`src/rtl/sid_bus_responder.sv`:
```
// FPGA-side model of the SID chip bus: oversamples the bus, keeps a shadow of
// the 25 SID registers, queues every accepted write and models the reset pin.
module sid_bus_responder #(
  parameter int unsigned FIFO_AW      = 3,
  parameter int unsigned RESET_CYCLES = 10
) (
  input  logic       C6_CLK_8MHZ,
  input  logic       BTN_0,
  input  logic       SID_CLK,
  input  logic       SID_NOTCS,
  input  logic       SID_NOTRES,
  input  logic [4:0] SID_ADDR,
  input  logic [7:0] SID_DATA,
  input  logic [4:0] rd_addr,
  output logic [7:0] rd_data,
  output logic       ev_valid,
  output logic [4:0] ev_addr,
  output logic [7:0] ev_data,
  input  logic       ev_ready,
  output logic       ev_overflow,
  output logic       chip_reset
);

  localparam int unsigned NUM_REGS = 25;
  localparam int unsigned ADDR_W   = 5;
  localparam int unsigned DATA_W   = 8;
  localparam int unsigned DEPTH    = 1 << FIFO_AW;
  localparam int unsigned PTR_W    = FIFO_AW + 1;
  localparam int unsigned CNT_W    = $clog2(RESET_CYCLES + 1);

  typedef struct packed {
    logic              clk;
    logic              notcs;
    logic              notres;
    logic [ADDR_W-1:0] addr;
    logic [DATA_W-1:0] data;
  } bus_t;

  typedef struct packed {
    logic [ADDR_W-1:0] addr;
    logic [DATA_W-1:0] data;
  } event_t;

  typedef enum logic [1:0] {
    RUN   = 2'd0,
    QUAL  = 2'd1,
    CLEAR = 2'd2,
    HOLD  = 2'd3
  } state_t;

  localparam bus_t BUS_IDLE = '{clk: 1'b0, notcs: 1'b1, notres: 1'b1,
                                addr: '0, data: '0};

  bus_t pins, s1, s2, s3;

  state_t            state_q, state_d;
  logic [CNT_W-1:0]  cnt_q, cnt_d;
  logic [ADDR_W-1:0] clr_q, clr_d;
  logic              chip_reset_d;

  logic              sid_fall, notres_high, wr_hit;
  logic              pop, push, full, flush;
  logic [PTR_W-1:0]  wr_ptr, rd_ptr, rd_ptr_nxt;
  event_t            mem [DEPTH];
  event_t            head_nxt;
  logic [DATA_W-1:0] shadow [NUM_REGS];

  assign pins = '{clk: SID_CLK, notcs: SID_NOTCS, notres: SID_NOTRES,
                  addr: SID_ADDR, data: SID_DATA};

  // All bus pins share one synchronizer so they stay mutually aligned; s3 is the edge-detect copy
  always_ff @(posedge C6_CLK_8MHZ) begin
    if (BTN_0) begin
      s1 <= BUS_IDLE;
      s2 <= BUS_IDLE;
      s3 <= BUS_IDLE;
    end else begin
      s1 <= pins;
      s2 <= s1;
      s3 <= s2;
    end
  end

  assign sid_fall    = s3.clk & ~s2.clk;
  assign notres_high = s2.notres & s3.notres;
  assign wr_hit      = (state_q == RUN) && sid_fall && !s3.notcs &&
                       (s3.addr < ADDR_W'(NUM_REGS));

  // Reset pin state machine: state register
  always_ff @(posedge C6_CLK_8MHZ) begin
    if (BTN_0) begin
      state_q    <= RUN;
      cnt_q      <= '0;
      clr_q      <= '0;
      chip_reset <= 1'b0;
    end else begin
      state_q    <= state_d;
      cnt_q      <= cnt_d;
      clr_q      <= clr_d;
      chip_reset <= chip_reset_d;
    end
  end

  // Reset pin state machine: next state
  always_comb begin
    state_d      = state_q;
    cnt_d        = cnt_q;
    clr_d        = clr_q;
    chip_reset_d = 1'b0;
    unique case (state_q)
      RUN: begin
        if (!s2.notres) begin
          state_d = QUAL;
          cnt_d   = '0;
        end
      end
      QUAL: begin
        if (cnt_q == CNT_W'(RESET_CYCLES)) begin
          state_d = CLEAR;
          clr_d   = '0;
        end else if (notres_high) begin
          state_d = RUN;
        end else if (sid_fall) begin
          cnt_d = cnt_q + CNT_W'(1);
        end
      end
      CLEAR: begin
        if (clr_q == ADDR_W'(NUM_REGS - 1)) begin
          state_d = HOLD;
        end else begin
          clr_d = clr_q + ADDR_W'(1);
        end
      end
      HOLD: begin
        if (notres_high) begin
          state_d = RUN;
        end
      end
      default: state_d = RUN;
    endcase
    chip_reset_d = (state_d == CLEAR) || (state_d == HOLD);
  end

  assign pop        = ev_valid & ev_ready;
  assign full       = (wr_ptr[FIFO_AW] != rd_ptr[FIFO_AW]) &&
                      (wr_ptr[FIFO_AW-1:0] == rd_ptr[FIFO_AW-1:0]);
  assign push       = wr_hit && (!full || pop);
  assign flush      = (state_q == QUAL) && (state_d == CLEAR);
  assign rd_ptr_nxt = rd_ptr + PTR_W'(pop);
  assign head_nxt   = mem[rd_ptr_nxt[FIFO_AW-1:0]];

  always_ff @(posedge C6_CLK_8MHZ) begin
    if (push) begin
      mem[wr_ptr[FIFO_AW-1:0]] <= '{addr: s3.addr, data: s3.data};
    end
  end

  // Head register looks ahead past a pop but not past a push, so new events show one clock later
  always_ff @(posedge C6_CLK_8MHZ) begin
    if (BTN_0) begin
      wr_ptr      <= '0;
      rd_ptr      <= '0;
      ev_valid    <= 1'b0;
      ev_addr     <= '0;
      ev_data     <= '0;
      ev_overflow <= 1'b0;
    end else begin
      if (wr_hit && full && !pop) begin
        ev_overflow <= 1'b1;
      end
      if (flush) begin
        wr_ptr   <= '0;
        rd_ptr   <= '0;
        ev_valid <= 1'b0;
      end else begin
        if (push) begin
          wr_ptr <= wr_ptr + PTR_W'(1);
        end
        rd_ptr   <= rd_ptr_nxt;
        ev_valid <= (rd_ptr_nxt != wr_ptr);
        if (rd_ptr_nxt != wr_ptr) begin
          ev_addr <= head_nxt.addr;
          ev_data <= head_nxt.data;
        end
      end
    end
  end

  // Shadow registers and registered read port (same-cycle write reads the old value)
  always_ff @(posedge C6_CLK_8MHZ) begin
    if (BTN_0) begin
      for (int i = 0; i < NUM_REGS; i++) begin
        shadow[i] <= '0;
      end
      rd_data <= '0;
    end else begin
      rd_data <= (rd_addr < ADDR_W'(NUM_REGS)) ? shadow[rd_addr] : '0;
      if (wr_hit) begin
        shadow[s3.addr] <= s3.data;
      end else if (state_q == CLEAR) begin
        shadow[clr_q] <= '0;
      end
    end
  end

endmodule
```
`config.mk`:
```
export PLATFORM = sky130hd
export DESIGN_NAME = sid_bus_responder
export DESIGN_NICKNAME = d
export VERILOG_FILES = /design/src/rtl/sid_bus_responder.sv
export SDC_FILE = /design/constraint.sdc
export NUM_CORES = 1
export LEC_CHECK = 0
export BUFFER_PORTS_ARGS = -buffer_cell sky130_fd_sc_hd__buf_2
export CORE_AREA = 2 2 167 169
export CTS_BUF_LIST = sky130_fd_sc_hd__clkbuf_16
export CTS_CLUSTER_SIZE = 20
export DETAILED_ROUTE_END_ITERATION = 12
export DIE_AREA = 0 0 169 171
export GPL_ROUTABILITY_DRIVEN = 0
export GPL_TIMING_DRIVEN = 1
export PLACE_DENSITY = 0.92
export SLEW_MARGIN = 10
export SYNTH_ARGS = -nofsm -noshare
export SYNTH_HDL_FRONTEND = slang
export SYNTH_SLANG_ARGS = --single-unit
export TNS_END_PERCENT = 10
```
`constraint.sdc`:
```
create_clock -name C6_CLK_8MHZ -period 4.7 [get_ports C6_CLK_8MHZ]
set_input_delay 0.705 -clock C6_CLK_8MHZ [delete_from_list [all_inputs] [get_ports C6_CLK_8MHZ]]
set_output_delay 0.705 -clock C6_CLK_8MHZ [all_outputs]
set_load 0.02 [all_outputs]
```
==> out/results.ini, run 1 <==
[pwr]
p_int_mw=5.93
p_per_area_nw_per_um2=391
power_mw=7.52
clkPwrFrac_pct=40.4
leakage_nw=6.54
ir_drop_uv=319
switchingPower_mw=1.59
swShare_pct=21.1
power_frac_seq_pct=55.5
p_comb_share_pct=4.1

[route]
drt_iter0_drc=1938
drc=0
finalWirelength_microns=43300
dr.pass1.iters=7
viasPerCell=6.88
wl_per_cell_microns=27.0
vias=11000
drtAntennaViolNets=0

[placement]
port_buffers=47
dp_hpwl_microns=25300

[clock_network]
cts_buffers=40
clockRootBuffer=clkbuf_16
post_cts_buffers=0
cts.path.max_buffers=3
ctsResizeCount=0
clkLatencyLatePin_ps=530
cts_tree=done
clkTransAtPathRegs_ps=60
h-tree-depth=2
cts_hold_buffers=0
clkSinkCount=426

[synth]
netlist_instances=1187
yosys_most_used_dff=edfxtp_1
synth-edff-count=336
ys_types=65
syn_area_per_cell_sq_um=14.8
yosysSeqAreaShare_pct=67.6
syn_area_sq_um=17600
yosys_warnings=0
ys_async_sr_fraction_pct=0
synth_nets=1218
ys_ff_latch=426

[timing]
rsz0062_at_grt=no
hold_viol_final=0
layout_min_cycle_time_ps=3590
fin_crit_sh_pct=76.3
fmax_ghz=0.279
maxSlewHeadroom_pct=3.10
skew_ps=17.9
fin_tns_setup_ps=0
setup_viol=0
whs_ps=365
worst_pin_slew_ps=1440
drv_slew=0

[global_routing]
grt_max_degree=71
top_usage_layer=met2
grt_pass1_vias=11100
gr-usage-all-layers_pct=30.5
met1_usage_pct=38.4
grt_overflow_total=0
antenna_found_initial=0
use_met2_pct=49.6
grt_pass1_wl_microns=65800
use_met3_pct=8.70

[setup_path]
cpMostUsedCell=nand2_1
cp-end-kind=flip-flop
cp-start-kind=flip-flop
crit_path_max_incr_delay_ps=870
worstPathRequired_ps=4840
crit_path_cell_trace=or3b_1 > nand2_1 > a21boi_2 > nand2_1 > o21bai_1
cp_max_fo=19
crit_slowest_cell=o21bai_1
crit_arrival_ps=3730
path_class=reg -> reg

[final_layout]
drive_above_1_share_pct=20.2
syn2layout_area_growth_pct=9.48
fin_nets=1259
antenna_cells=0
final_cell_mix=336 x edfxtp_1, 237 x nor2_1, 90 x dfxtp_1
layout_commonest_cell=edfxtp_1

[worst_hold_path]
min_path_type=in -> reg

[die]
core_area_sq_um=27300
num_rows=61
num_io_pins=48
die_x_microns=169
initial_core_util_pct=64.4
die_h_microns=171
dieArea_sq_um=28900

[run_status]
status=finished, final reports clean

[job]
cap_viol_max_count=0

-- through the flow --
stage                     std cells  util, %  area, sq um  setup slack [ps]
final                          1604     70.5        19300              1110
after global routing           1604     70.5        19300              1060
after CTS                      1604     70.5        19300              1300
after detailed placement       1532     66.1        18100               889
after global placement         1532     66.1        18100              1060
after floorplan                1187        -        17600              1490
-- metal layers --
| metal | wire length [microns] | up-vias |
|---|---|---|
| met5 | 0 | - |
| met4 | 2500 | 0 |
| met3 | 6150 | 252 |
| met2 | 20600 | 1076 |
| met1 | 14100 | 5247 |
| li1 | - | 4463 |
-- synth_stat cells (3+ instances only) --
library cell	count	area share, %
and2_1	7	0.25
nor3_2	7	0.40
o21ai_0	5	0.14
o22ai_1	3	0.11
or2_2	7	0.25
a211oi_1	18	0.77
mux2_2	10	0.64
a21oi_1	10	0.28
nor4b_1	3	0.15
o221ai_1	12	0.60
buf_6	15	0.96
nor3b_2	3	0.21
xor2_1	10	0.50
or3_1	6	0.21
nor3_1	8	0.23
nand2b_1	8	0.28
nor2_1	237	5.1
nand3_1	7	0.20
clkbuf_1	28	0.60
ha_1	7	0.50
buf_1	4	0.085
nand2_1	74	1.6
mux2i_1	29	1.7
inv_1	15	0.32
dfxtp_1	90	10
edfxtp_1	336	57
xnor2_1	5	0.25
o21bai_1	9	0.38
nor2b_1	49	1.7
mux4_2	80	10
nor3b_1	3	0.13
a21o_1	16	0.68
buf_2	22	0.63
nor4_1	5	0.18
-- final cells by class --
class	instances	area, sq um
clock buffers	41	1030
clock inverters	31	176
repair buffers	70	413
flip-flops and latches	426	11900
well taps	346	433
inverters	15	56.3
fillers	1533	8070
multi-input cells	675	5260
-- state kept, by name, indices dropped and copies added (netlist names) --
| name | count |
|---|---|
| cnt_q | 4 |
| mem | 104 |
| clr_q | 5 |
| ev_valid | 1 |
| state_q | 1 |
| ev_data | 8 |
| s1 | 16 |
| rd_ptr | 4 |
| wr_ptr | 4 |
| chip_reset | 1 |
| s2 | 16 |
| ev_overflow | 1 |
| s3 | 16 |
| shadow | 232 |
| rd_data | 8 |
| ev_addr | 5 |
-- cells by family after synthesis --
kind of cell | Yosys count | synth area share (%)
AO/OA/AOI/OAI | 90 | 3.97
XOR/XNOR | 16 | 0.839
adder cells (fa/ha/maj) | 7 | 0.498
buffers and inverters | 86 | 2.75
flip-flops | 426 | 67.6
multiplexers | 120 | 12.6
AND/OR/NAND/NOR | 442 | 11.7
-- worst paths after layout --
check | depth (start not counted) | end | startpoint | slack [ps]
setup / recovery | 5 | shadow[24][3]$_SDFFCE_PN0P_ | chip_reset$_SDFF_PP0_ | 1110
hold / removal | 2 | s1[13]$_SDFF_PP1_ | SID_NOTRES | 360
setup reg to reg | 5 | shadow[24][3]$_SDFFCE_PN0P_ | chip_reset$_SDFF_PP0_ | 1110
hold reg to reg | 1 | s2[14]$_SDFF_PP1_ | s1[14]$_SDFF_PP1_ | 410
-- power by group through the flow --
| stage | combinational [mW] | sequential, mW | clock (mW) |
|---|---|---|---|
| after global routing | 0.324 | 4.18 | 3.17 |
| after detailed placement | 0.297 | 4.25 | 0 |
| after floorplan | 0.201 | 4.23 | 0 |
| after CTS | 0.303 | 4.17 | 3.03 |
| final | 0.310 | 4.18 | 3.03 |
| after global placement | 0.286 | 4.24 | 0 |
-- worst max-delay path: cells and delay by family (launching register included) --
family,cells,cell delay [ps]
flip-flops,1,490
AO/OA/AOI/OAI,2,1250
AND/OR/NAND/NOR,3,1450
Note: power is estimated with default switching activity, not from simulation.
==> run 2: changes to the inputs <==
Settings changed: ABC_AREA set to 1, CORE_AREA 2 2 167 169 to 2 2 180 182, DIE_AREA 0 0 169 171 to 0 0 182 184, PLACE_DENSITY 0.92 to 0.87.
Clock period 4.7 ns to 3.4 ns, I/O delays scaled along.
==> run 2 against run 1 <==
  * Via count rose by 30%
  * Critical path type unchanged
  * Global-route usage fell by 2.2 points
  * Combinational power rose by 70%
  * Register-to-register slack got worse by 370 ps
==> out/results.ini, run 2 <==
[run_status]
status=finished, final reports clean  ; unchanged

[global_routing]
grt_max_degree=74  ; was 71
grt_pass1_wl_microns=73100  ; was 65800 microns
antenna_found_initial=0  ; unchanged
grt_pass1_vias=13700  ; was 11100
gr-usage-all-layers_pct=28.3  ; was 30.5%
grt_overflow_total=0  ; unchanged

[pwr]
leakage_nw=8.23  ; was 6.54 nW
ir_drop_uv=454  ; was 319 uV
p_per_area_nw_per_um2=533  ; was 391 nW/um^2
power_frac_seq_pct=53.4  ; was 55.5%
switchingPower_mw=2.51  ; was 1.59 mW
power_mw=11.4  ; was 7.52 mW
swShare_pct=22.0  ; was 21.1%
clkPwrFrac_pct=41.9  ; was 40.4%
p_int_mw=8.87  ; was 5.93 mW
p_comb_share_pct=4.6  ; was 4.1%

[clock_network]
cts.path.max_buffers=3  ; unchanged
clkSinkCount=450  ; was 426
cts_hold_buffers=0  ; unchanged
post_cts_buffers=0  ; unchanged
cts_buffers=45  ; was 40
clockRootBuffer=clkbuf_16  ; unchanged
clkLatencyLatePin_ps=560  ; was 530 ps
cts_tree=done  ; unchanged
ctsResizeCount=0  ; unchanged
h-tree-depth=2  ; unchanged
clkTransAtPathRegs_ps=60  ; about the same

[timing]
setup_viol=0  ; unchanged
hold_viol_final=0  ; unchanged
maxSlewHeadroom_pct=37.7  ; was 3.10%
whs_ps=147  ; was 365 ps
worst_pin_slew_ps=933  ; was 1440 ps
drv_slew=0  ; unchanged
setup_ws_ps=748  ; was 1110 ps
rsz0062_at_grt=no  ; unchanged
fmax_ghz=0.377  ; was 0.279 GHz
skew_ps=18.7  ; was 17.9 ps
fin_tns_setup_ps=0  ; unchanged
layout_min_cycle_time_ps=2650  ; was 3590 ps
fin_crit_sh_pct=78.0  ; was 76.3%

[synth]
yosysTopAreaCell=edfxtp_1  ; unchanged
ys_ff_latch=450  ; was 426
synth_most_common_cell=nand2_1  ; was edfxtp_1
netlist_instances=1929  ; was 1187
yosys-top-cells-count=583 x nand2_1, 360 x edfxtp_1, 245 x nor2_1, 236 x nand3_1, 90 x dfxtp_1  ; was 336 x edfxtp_1, 237 x nor2_1, 90 x dfxtp_1, 80 x mux4_2, 74 x nand2_1
yosys_most_used_dff=edfxtp_1  ; unchanged
syn_area_per_cell_sq_um=9.96  ; was 14.8 sq um
synthTopCellsByArea=edfxtp_1 56%, nand2_1 11%, dfxtp_1 9.4%, nand3_1 6.1%, nor2_1 4.8%  ; was edfxtp_1 57%, dfxtp_1 10%, mux4_2 10%, nor2_1 5.1%, nor2b_1 1.7%
syn_area_sq_um=19200  ; was 17600 sq um
ys_async_sr_fraction_pct=0  ; unchanged
synth_top_area_share_pct=56.3  ; was 57.4%
synth-edff-count=360  ; was 336
yosysSeqAreaShare_pct=65.6  ; was 67.6%
synth_nets=1960  ; was 1218
ys_types=34  ; was 65
yosys_warnings=0  ; unchanged

[final_layout]
fin_nets=1998  ; was 1259
finalInstanceArea_sq_um=21400  ; was 19300 sq um
largest_reg_flops=256  ; was 232
fill_cells=2152  ; was 1533
drive_above_1_share_pct=11.8  ; was 20.2%
syn2layout_area_growth_pct=11.1  ; was 9.48%
final_cell_mix=583 x nand2_1, 360 x edfxtp_1, 244 x nor2_1  ; was 336 x edfxtp_1, 237 x nor2_1, 90 x dfxtp_1
register_area_sq_um=12600  ; was 11900 sq um
regMostFlops=shadow  ; unchanged
layout_commonest_cell=nand2_1  ; was edfxtp_1
antenna_cells=0  ; unchanged
multi_input_area_sq_um=5800  ; was 5260 sq um

[setup_path]
cp_max_fo=19  ; unchanged
crit_path_max_incr_delay_ps=450  ; was 870 ps
crit_slowest_cell=dfxtp_1  ; was o21bai_1
cp-start-kind=flip-flop  ; unchanged
crit_arrival_ps=2870  ; was 3730 ps
path_class=reg -> reg  ; unchanged
r2r_cells=8  ; was 5
cp-end-kind=flip-flop  ; unchanged
crit_path_cell_trace=inv_2 > nor2_2 > nand2_4 > o21ai_2 > nand3_2 > inv_2 > nand3_2 > nand2_1  ; was or3b_1 > nand2_1 > a21boi_2 > nand2_1 > o21bai_1
worstPathRequired_ps=3620  ; was 4840 ps

[route]
wl_per_cell_microns=19.5  ; was 27.0 microns
dr.pass1.iters=7  ; unchanged
drc=0  ; unchanged
viasPerCell=5.96  ; was 6.88
vias=14300  ; was 11000
drtAntennaViolNets=0  ; unchanged
finalWirelength_microns=47000  ; was 43300 microns
drt_iter0_drc=2081  ; was 1938

[worst_hold_path]
holdPathStages=2  ; unchanged
min_path_type=in -> reg  ; unchanged

[die]
core_area_sq_um=31400  ; was 27300 sq um
initial_core_util_pct=61.2  ; was 64.4%
die_x_microns=182  ; was 169 microns
dieArea_sq_um=33500  ; was 28900 sq um
die_h_microns=184  ; was 171 microns
num_io_pins=48  ; unchanged
num_rows=65  ; was 61

[placement]
port_buffers=47  ; unchanged
dp_hpwl_microns=29800  ; was 25300 microns
post-place-ws_ps=739  ; was 889 ps
place_area_sq_um=19900  ; was 18100 sq um

[job]
cap_viol_max_count=0  ; unchanged

[run 2: changes by cell type after synthesis, sizes merged, moves of 17 or more]
cell	change
edfxtp	+24
nor3	+39
buf	-19
a21oi	+55
mux2i	-29
nand3	+252
a211oi	-17
nor2b	-49
inv	+78
clkbuf	+58
mux4	-80
nand2	+509
[run 2: stage by stage]
| stage | instances | util (%) |
|---|---|---|
| finish | 2406 | 68.0 |
| global route | 2406 | 68.0 |
| CTS | 2406 | 68.0 |
| detailed placement | 2322 | 63.5 |
| global placement | 2322 | 63.5 |
| floorplan | 1929 | - |
[run 2: worst paths after layout]
path / slack (ps) / startpoint / endpoint
hold / removal: 150 / SID_NOTCS / s1[14]$_SDFF_PP1_
hold reg to reg: 400 / s1[6]$_SDFF_PP0_ / s2[6]$_SDFF_PP0_
setup reg to reg: 750 / chip_reset$_SDFF_PP0_ / shadow[9][7]$_SDFFCE_PN0P_
setup / recovery: 750 / chip_reset$_SDFF_PP0_ / shadow[9][7]$_SDFFCE_PN0P_
[run 2: power by group through the flow]
stage	logic (mW)	registers [mW]	clock network (mW)
2_1_floorplan	0.334	6.18	0
3_3_place_gp	0.490	6.18	0
3_5_place_dp	0.509	6.19	0
4_1_cts	0.514	6.07	4.79
5_1_grt	0.572	6.08	5.01
6_report	0.528	6.08	4.77
[run 2: cell type report]
cell class / instances / share of cell area [%]
Sequential cell: 450 / 59.1
Clock inverter: 38 / 1.27
Multi-Input combinational cell: 1275 / 27.1
Inverter: 94 / 1.70
Tap cell: 402 / 2.36
Clock buffer: 46 / 5.39
Timing Repair Buffer: 101 / 3.07
[run 2: logic make-up after synthesis]
kind of cell	Yosys count	share of synthesized area, %
AOI/OAI and AO/OA	85	2.42
xor gates and xnor gates	5	0.228
adders and majority gates	7	0.456
buffers and inverters	204	4.23
DFF	450	65.6
and+or+nand+nor	1178	27.0
[run 2: worst max-delay path, delay by kind of cell, from the launching register on]
| kind | cells | cell delay [ps] |
|---|---|---|
| buffers and inverters | 2 | 270 |
| AOI/OAI and AO/OA | 1 | 340 |
| DFF | 1 | 450 |
| and+or+nand+nor | 5 | 1240 |
[run 2: metal layers]
metal / up-vias / track usage (%) / part of all wire, %
met5: - / 0 / 0
met4: 0 / 12.9 / 4.6
met3: 190 / 5.51 / 12
met2: 1025 / 47.3 / 48
met1: 6590 / 36.1 / 35
li1: 6526 / - / -
